$ cat src/rtl/tt_io_tester_pkg.sv
// rtl/tt_io_tester_pkg.sv - shared mode encoding for the pad exerciser
//
// Purpose: test-mode enumeration and width shared by tt_io_tester.
// Ports:   none (package).

package tt_io_tester_pkg;

    localparam int MODE_W = 2;

    typedef enum logic [MODE_W-1:0] {
        MODE_PASS  = 2'd0,
        MODE_COUNT = 2'd1,
        MODE_LOOP  = 2'd2,
        MODE_WALK  = 2'd3
    } mode_e;

endpackage

$ cat src/rtl/tt_sync_bus.sv
// rtl/tt_sync_bus.sv - WIDTH x STAGES flop synchroniser
//
// Purpose: multi-stage synchroniser for an asynchronous input bus.
// Ports:
//   clk    in  1      system clock
//   rst_n  in  1      asynchronous active-low reset, clears every stage
//   d      in  WIDTH  asynchronous input bus
//   q      out WIDTH  synchronised bus (last stage)

module tt_sync_bus #(
    parameter int WIDTH  = 8,
    parameter int STAGES = 2
) (
    input  logic             clk,
    input  logic             rst_n,
    input  logic [WIDTH-1:0] d,
    output logic [WIDTH-1:0] q
);

    logic [STAGES-1:0][WIDTH-1:0] stage_q;
    logic [STAGES-1:0][WIDTH-1:0] stage_d;

    always_comb begin
        stage_d    = stage_q;
        stage_d[0] = d;
        for (int i = 1; i < STAGES; i++) begin
            stage_d[i] = stage_q[i-1];
        end
    end

    always_ff @(posedge clk or negedge rst_n) begin
        if (!rst_n) begin
            stage_q <= '0;
        end else begin
            stage_q <= stage_d;
        end
    end

    assign q = stage_q[STAGES-1];

endmodule

$ cat src/rtl/tt_io_tester.sv
// rtl/tt_io_tester.sv - mode-selectable pad exerciser for the tile top level
//
// Purpose: synchronises ui_in/uio_in and drives registered outputs in one of
//   four test modes (PASS, COUNT, LOOP, WALK) chosen by ui_in[IO_W-1:IO_W-2];
//   a prescaled clock is driven on uio_out[0] in PASS and WALK.
// Optional: define TT_IO_TESTER_PARITY_EN to replace uo_out[IO_W-1] in LOOP
//   mode with the even-parity bit of s_uio[IO_W-2:0].
// Ports:
//   clk      in  1     system clock
//   rst_n    in  1     asynchronous active-low reset
//   ena      in  1     enable; 0 freezes counter, prescaler, walker, clkdiv
//   ui_in    in  IO_W  dedicated inputs, top two bits select the mode
//   uio_in   in  IO_W  bidir input path
//   uo_out   out IO_W  dedicated outputs (registered)
//   uio_out  out IO_W  bidir outputs (registered)
//   uio_oe   out IO_W  bidir output enables, 1 = drive (registered)

module tt_io_tester
    import tt_io_tester_pkg::*;
#(
    parameter int IO_W        = 8,
    parameter int CNT_W       = 16,
    parameter int SYNC_STAGES = 2,
    parameter int DIV_LOG2    = 2
) (
    input  logic            clk,
    input  logic            rst_n,
    input  logic            ena,
    input  logic [IO_W-1:0] ui_in,
    input  logic [IO_W-1:0] uio_in,
    output logic [IO_W-1:0] uo_out,
    output logic [IO_W-1:0] uio_out,
    output logic [IO_W-1:0] uio_oe
);

    // A zero-width prescaler is kept as a single bit pinned at 0, so the
    // step strobe fires every cycle when DIV_LOG2 = 0.
    localparam int               PRE_W   = (DIV_LOG2 > 0) ? DIV_LOG2 : 1;
    localparam logic [PRE_W-1:0] PRE_MAX = PRE_W'((1 << DIV_LOG2) - 1);
    localparam int               HI_W    = CNT_W - IO_W;

    logic [IO_W-1:0]  s_ui;
    logic [IO_W-1:0]  s_uio;
    mode_e            mode;
    mode_e            mode_q, mode_d;
    logic             mode_chg;
    logic             step;
    logic [CNT_W-1:0] cnt_q, cnt_d;
    logic [PRE_W-1:0] pre_q, pre_d;
    logic             clkdiv_q, clkdiv_d;
    logic [IO_W-1:0]  walk_q, walk_d;
    logic [IO_W-1:0]  uo_q, uo_d;
    logic [IO_W-1:0]  uio_out_q, uio_out_d;
    logic [IO_W-1:0]  uio_oe_q, uio_oe_d;

    tt_sync_bus #(.WIDTH(IO_W), .STAGES(SYNC_STAGES)) u_sync_ui (
        .clk   (clk),
        .rst_n (rst_n),
        .d     (ui_in),
        .q     (s_ui)
    );

    tt_sync_bus #(.WIDTH(IO_W), .STAGES(SYNC_STAGES)) u_sync_uio (
        .clk   (clk),
        .rst_n (rst_n),
        .d     (uio_in),
        .q     (s_uio)
    );

    assign mode = mode_e'(s_ui[IO_W-1 -: MODE_W]);

    // Generator state: a mode change restarts counter, prescaler and walker
    // and suppresses any increment or step in the same cycle.
    always_comb begin
        mode_chg = (mode != mode_q);
        step     = ena && (pre_q == PRE_MAX) && !mode_chg;
        mode_d   = mode;
        cnt_d    = cnt_q;
        pre_d    = pre_q;
        walk_d   = walk_q;
        clkdiv_d = clkdiv_q;
        if (mode_chg) begin
            cnt_d  = '0;
            pre_d  = '0;
            walk_d = IO_W'(1);
        end else if (ena) begin
            cnt_d = cnt_q + CNT_W'(1);
            pre_d = (pre_q == PRE_MAX) ? '0 : pre_q + PRE_W'(1);
        end
        if (step) begin
            walk_d   = {walk_q[IO_W-2:0], walk_q[IO_W-1]};
            clkdiv_d = ~clkdiv_q;
        end
    end

    // Outputs load the generator's next-state values so the pads show the
    // same value the counter/walker registers take on this edge; a mode
    // change therefore presents 0x00 / 0x01 immediately.
    always_comb begin
        uo_d      = '0;
        uio_out_d = '0;
        uio_oe_d  = '0;
        case (mode)
            MODE_PASS: begin
                uo_d         = s_ui;
                uio_out_d[0] = clkdiv_d;
                uio_oe_d     = IO_W'(1);
            end
            MODE_COUNT: begin
                uo_d                 = cnt_d[IO_W-1:0];
                uio_out_d[HI_W-1:0]  = cnt_d[CNT_W-1:IO_W];
                uio_oe_d             = '1;
            end
            MODE_LOOP: begin
`ifdef TT_IO_TESTER_PARITY_EN
                uo_d = {^s_uio[IO_W-2:0], s_uio[IO_W-2:0]};
`else
                uo_d = s_uio;
`endif
            end
            MODE_WALK: begin
                uo_d         = walk_d;
                uio_out_d[0] = clkdiv_d;
                uio_oe_d     = IO_W'(1);
            end
            default: ;
        endcase
    end

    always_ff @(posedge clk or negedge rst_n) begin
        if (!rst_n) begin
            mode_q    <= MODE_PASS;
            cnt_q     <= '0;
            pre_q     <= '0;
            clkdiv_q  <= 1'b0;
            walk_q    <= IO_W'(1);
            uo_q      <= '0;
            uio_out_q <= '0;
            uio_oe_q  <= '0;
        end else begin
            mode_q    <= mode_d;
            cnt_q     <= cnt_d;
            pre_q     <= pre_d;
            clkdiv_q  <= clkdiv_d;
            walk_q    <= walk_d;
            uo_q      <= uo_d;
            uio_out_q <= uio_out_d;
            uio_oe_q  <= uio_oe_d;
        end
    end

    assign uo_out  = uo_q;
    assign uio_out = uio_out_q;
    assign uio_oe  = uio_oe_q;

endmodule

$ cat config.mk
export PLATFORM = sky130hd
export DESIGN_NAME = tt_io_tester
export DESIGN_NICKNAME = d
export VERILOG_FILES = /design/src/rtl/tt_io_tester_pkg.sv /design/src/rtl/tt_sync_bus.sv /design/src/rtl/tt_io_tester.sv
export SDC_FILE = /design/constraint.sdc
export NUM_CORES = 1
export LEC_CHECK = 0
export CAP_MARGIN = 10
export CORE_MARGIN = 10
export CORE_UTILIZATION = 45
export DETAILED_ROUTE_END_ITERATION = 8
export GPL_ROUTABILITY_DRIVEN = 0
export PLACE_DENSITY = 0.7
export SYNTH_ARGS = -nofsm -noshare
export SYNTH_HDL_FRONTEND = slang
export SYNTH_SLANG_ARGS = --single-unit
export TNS_END_PERCENT = 5
$ cat constraint.sdc
create_clock -name clk -period 1.54 [get_ports clk]
set_input_delay 0.308 -clock clk [delete_from_list [all_inputs] [get_ports clk]]
set_output_delay 0.308 -clock clk [all_outputs]
set_load 0.01 [all_outputs]
After elaboration in Yosys (flattened, before gate mapping)
Cells that the tools add are included.
{"block": "op_classes", "bitwise_logic": 1, "reduce_logical": 6, "mux": 12, "addsub": 2, "n_eq_ne": 5}
{"op": "16-bit 2-to-1 mux", "n": 2}
{"op": "8-bit case mux with 4 select lines", "n": 1}
{"op": "16-bit by 1-bit adder with 16-bit output, second input constant", "n": 1}
{"op": "8-bit 2-to-1 mux", "n": 2}
{"op": "8-bit case mux with 2 select lines", "n": 1}
{"op": "7-bit 2-to-1 mux", "n": 1}
{"op": "2-bit equality test, second input constant", "n": 3}
{"op": "2-bit 2-to-1 mux", "n": 3}
{"op": "2-bit by 1-bit adder with 2-bit output, second input constant", "n": 1}
{"op": "2-bit by 1-bit equality test with 1-bit output, second input constant", "n": 1}
{"op": "1-bit logical AND", "n": 2}
{"op": "2-bit zero test", "n": 1}
{"op": "2-bit != test", "n": 1}
{"op": "1-bit case mux with 2 select lines", "n": 1}
{"op": "2-bit nonzero test", "n": 1}
{"op": "2-bit OR reduction", "n": 1}
{"op": "1-bit zero test", "n": 1}
{"op": "1-bit 2-to-1 mux", "n": 1}
{"op": "1-bit NOT", "n": 1}
{"block": "word_totals", "elab_cells": 38, "reg_bits": 85}

Longest topological paths before layout
{"block": "logic_depth", "ltp_word": 5, "mapped_depth": 7, "ltp_nobuf": 6}

Hierarchy
A second synthesis with hierarchy kept.
{"block": "hier_totals", "hier_cells": 245, "area_unflattened_um2": 3025.4}
{"module": "tt_io_tester", "cells_per_inst": 213, "area_per_inst_um2": 2224.6, "instances": 1, "seq_area_each_um2": 1177.4}
{"module": "tt_sync_bus", "cells_per_inst": 16, "area_per_inst_um2": 400.4, "instances": 2, "seq_area_each_um2": 400.4}

Least setup slack after synthesis
OpenSTA, ideal clock, no wires.
{"block": "synth_path", "path_kind": "flip-flop to flip-flop", "from": "register u_sync_ui.stage_q (netlist bit u_sync_ui.q[6])", "to": "register uio_out_q[0] (netlist: uio_out[0])", "setup_slack_ns": -0.029, "stages_incl_launch_ff": 5, "t_arrival_ns": 1.487, "period_less_slack_ns": 1.569, "setup_time_ns": 0.082, "cell_sequence": "dfrtp_1 -> xnor2_1 -> nand2_1 -> or4_1 -> a31oi_1"}
{"block": "synth_between", "elab_chain_len": 5, "word_cells_on_any_way": 10}
{"element": "start, declared", "line_no": "tt_sync_bus.sv:20", "source": "logic [STAGES-1:0][WIDTH-1:0] stage_q;"}
{"element": "start signal, assigned", "line_no": "tt_sync_bus.sv:35", "source": "stage_q <= stage_d;"}
{"element": "2-bit != test", "line_no": "tt_io_tester.sv:75", "source": "mode_chg = (mode != mode_q);"}
{"element": "1-bit zero test", "line_no": "tt_io_tester.sv:76", "source": "step = ena && (pre_q == PRE_MAX) && !mode_chg;"}
{"element": "1-bit logical AND", "line_no": "tt_io_tester.sv:76"}
{"element": "1-bit 2-to-1 mux", "line_no": "tt_io_tester.sv:90", "source": "if (step) begin"}
{"element": "1-bit case mux with 2 select lines *", "line_no": "tt_io_tester.sv:103", "source": "case (mode)"}
{"element": "via uio_out_d[0]", "line_no": "tt_io_tester.sv:53", "source": "logic [IO_W-1:0] uio_out_q, uio_out_d;"}
{"element": "end signal, assigned", "line_no": "tt_io_tester.sv:147", "source": "uio_out_q <= uio_out_d;"}
{"element": "end, declared", "line_no": "tt_io_tester.sv:53"}
The timed path passes the listed nets; every way through them passes the cells marked *.
A chain may end at the register's enable or synchronous reset.

Worst setup path after layout
{"block": "layout_path", "from": "register cnt_q[9]", "to": "register cnt_q[13]"}
{"block": "layout_between", "elab_chain_len": 3}
{"element": "start, declared", "line_no": "tt_io_tester.sv:48", "source": "logic [CNT_W-1:0] cnt_q, cnt_d;"}
{"element": "start signal, assigned", "line_no": "tt_io_tester.sv:142", "source": "cnt_q <= cnt_d;"}
{"element": "16-bit by 1-bit adder with 16-bit output", "line_no": "tt_io_tester.sv:87", "source": "cnt_d = cnt_q + CNT_W'(1);"}
{"element": "16-bit 2-to-1 mux", "line_no": "tt_io_tester.sv:86", "source": "end else if (ena) begin"}
{"element": "16-bit 2-to-1 mux", "line_no": "tt_io_tester.sv:82", "source": "if (mode_chg) begin"}
{"element": "via cnt_d[13]", "line_no": "tt_io_tester.sv:48"}
The timed path passes the listed nets, and every way through them passes these cells.

==> out/metrics.csv <==
stage;metric;value;unit
run_status;run status;finished, violations left;
run_status;failing checks;setup timing;
finish;fillers;476;
synthesis;syn nets;269;
power;Clock power frac;38.2;%
finish;layout cells sized above 1;35.47;%
route;1st-pass router iterations;4;
synthesis;Yosys top cell by area;dfrtp_1;
grt;GR Overflow Total;0;
setup_path;CP max FO;5;
setup_path;Worst EP required;1820;ps
grt;first-pass GRT wire length;11190;um
route;wire per inst;16.41;um
route;post-route ant nets;0;
power;Gate power share;9.8;%
grt;total track usage;13.89;%
setup_path;critical path cell sequence;and3_4 > nand4_1 > buf_4 > or3_4 > a21oi_1;
cts;Sink Count;79;
sta;Slew @ Worst Pin;389.9;ps
place;Post-Place Worst Slack;-539.7;ps
hold_path;Worst Hold Class;flip-flop to flip-flop;
cts;CTS clk-pin slew, worst paths;80;ps
synthesis;number of distinct library cells after synthesis;41;
setup_path;CP Launch Type;flip-flop;
cts;CTS tree;done;
finish;# nets final;364;
setup_path;R2R Setup Slk;-30;ps
grt;largest net degree at the start of global routing;32;
cts;Max clock buf depth;2;
synthesis;ranking of synthesized cells by area;dfrtp_1 64%, mux2i_1 3.0%, nor2_1 2.7%;
place;hpwl dp;4854;um
setup_path;worst setup path class;flip-flop to flip-flop;
power;LEAKAGE;2.052;nW
synthesis;Warnings, synthesis;0;
sta;unrepaired setup endpoints after global routing;yes;
power;Sw Ratio;24.53;%
place;placed cell count;396;
place;Post-DP Area;3845;sq um
grt;vias in the first global route;2357;
finish;Finished Layout Cells;421;
die;Cell Rows;29;
route;Routed WL;6910;um
synthesis;Post-synth EDFFs;0;
power;register share of total power;52.0;%
synthesis;Cells after Synth;244;
sta;TNS Setup;-113.3;ps
setup_path;Data arrival, critical path;1850;ps
die;Die ar.;10440;sq um
die;Die Ht;102.2;um
sta;crit path time final;1569;ps
sta;Fin Hold WS;353.4;ps
die;effective utilization at floorplan;47.04;%
route;Initial DRC Count;104;
finish;finished layout cell area;4347;sq um
sta;period utilisation layout;101.9;%
cts;CTS Root Cell;clkbuf_8;
synthesis;ys async rst share;100.0;%
setup_path;Critical Path End Type;flip-flop;
finish;Core Util, Final;67.30;%
place;I/O Buffers;42;
sta;Layout Skew;15.61;ps
setup_path;cell at the slowest stage of the critical path;dfrtp_1;
synthesis;Avg Inst Size Synth;12.45;sq um
power;Power Internal;3.163;mW
sta;Hold Violations, Final;0;
power;total power;4.191;mW
die;top-level port count;43;
synthesis;Synth Flop Type;dfrtp_1;
synthesis;top cell type's share of synthesized area;64.25;%
sta;Max Fclk;637.3;MHz
grt;initial antenna violation count;0;
cts;CTS H-tree lvls;3;
route;residual DRC count;0;
sta;# setup viols final;7;
finish;multi-input logic area;1169;sq um
synthesis;Netlist Area Pre-Place;3038;sq um
power;Power Density;964.2;nW/um^2
die;Core Region;6459;sq um
synthesis;post-synthesis sequential area ratio;65.12;%
power;NetSw;1.028;mW
finish;Inserted Diodes;0;
synthesis;#FFs+latches synth;79;
die;Die W;102.2;um
route;Vias;2233;
cts;clk_lat worst skew;360;ps
job;max cap viols;0;
setup_path;slowest stage delay, CP;400;ps
finish;Reg area;1984;sq um
cts;total CTS buffers;9;
power;peak supply drop;0.6201;mV
sta;Setup WS post-layout;-29.13;ps
sta;final slew viol count;0;
finish;synth-to-layout area growth;43.08;%
sta;slew margin rel.;73.92;%
route;Via density;5.304;
cells in the final DEF, fill, tap and decap left out, drive strengths merged, types with 4 or more instances in the layout:
| master | instances |
|---|---|
| ha | 6 |
| nor2 | 22 |
| xor2 | 8 |
| clkbuf | 10 |
| dlygate4sd2 | 16 |
| inv | 10 |
| nand4 | 4 |
| buf | 54 |
| clkdlybuf4s50 | 18 |
| o21ai | 12 |
| dfrtp | 78 |
| mux2i | 9 |
| or3 | 5 |
| xnor2 | 5 |
| nand3 | 7 |
| nand2 | 13 |
| o22a | 4 |
| o21a | 5 |
| a21oi | 13 |
| dlymetal6s2s | 7 |
logic make-up after synthesis:
group	Yosys count	share of synthesized area [%]
mux	11	3.707
compound gates	45	9.391
flops	79	65.12
buf+inv	20	3.460
xor+xnor	13	3.748
simple gates	70	12.11
fa+ha+maj	6	2.471
critical path: cells and delay by family (launching register included):
kind            cells  cell delay [ps]
buf+inv             1              210
simple gates        3              750
compound gates      1              140
flops               1              400
final cells by class:
type                       instances  area share [%]
clock buffer                      10           3.166
clock inverter                     6           1.727
inverter                           8          0.7772
multi-input combinational        145           26.89
sequential                        79           45.65
tap                               77           2.216
timing repair buffer              96           19.57
Yosys cell counts (3+ instances only):
cell type	instances
dfrtp_1	78
nor2_1	22
a21oi_1	13
nand2_1	13
o21ai_0	12
mux2i_1	9
xor2_1	8
buf_4	7
inv_1	7
nand3_1	7
ha_1	6
o21a_1	5
or3_1	5
xnor2_1	5
o22a_1	4
a31oi_1	3
and3_1	3
buf_2	3
nand4_1	3
nor3_1	3
nor4_1	3
timing repair:
| action | in CTS | in global routing |
|---|---|---|
| hold buffers | 1 | 0 |
| setup endpoints to repair | 37 | 27 |
| pin swaps | 6 | 15 |
| gates cloned | 0 | 0 |
| buffers inserted | 0 | 8 |
| hold endpoints to repair | 17 | 0 |
| gates resized for setup | 29 | 49 |
power groups by stage:
stage          logic, mW  registers, mW  clock network [mW]
3_5_place_dp       0.390           2.22                   0
6_report           0.412           2.18                1.60
5_1_grt            0.450           2.19                1.74
2_1_floorplan      0.127           2.23                   0
3_3_place_gp       0.382           2.21                   0
4_1_cts            0.385           2.18                1.64
routing by layer:
| layer | track usage (%) | up-vias | wire length (um) |
|---|---|---|---|
| met1 | 16.28 | 1114 | 2757 |
| met5 | 0 | - | 0 |
| met4 | 5.857 | 0 | 165 |
| met3 | 4.993 | 18 | 433 |
| met2 | 22.67 | 67 | 3554 |
| li1 | - | 1034 | - |
worst paths after layout:
path	from	to	cells after the start
max in group asynchronous	rst_n	uio_out[3]$_DFF_PN0_	3
hold / removal	u_sync_ui.stage_d[11]$_DFF_PN0_	u_sync_ui.q[3]$_DFF_PN0_	0
min in group asynchronous	rst_n	cnt_q[15]$_DFF_PN0_	2
setup / recovery	cnt_q[9]$_DFF_PN0_	cnt_q[13]$_DFF_PN0_	5
hold reg to reg	u_sync_ui.stage_d[11]$_DFF_PN0_	u_sync_ui.q[3]$_DFF_PN0_	0
setup reg to reg	cnt_q[9]$_DFF_PN0_	cnt_q[13]$_DFF_PN0_	5
registers in the layout, indices dropped and copies added (netlist names), 8 cells and up:
signal / cells
u_sync_uio.stage_d: 8
u_sync_uio.q: 8
u_sync_ui.stage_d: 8
uo_out: 8
u_sync_ui.q: 8
walk_q: 8
uio_out: 8
cnt_q: 16
Power figures use the tool's default switching activity.
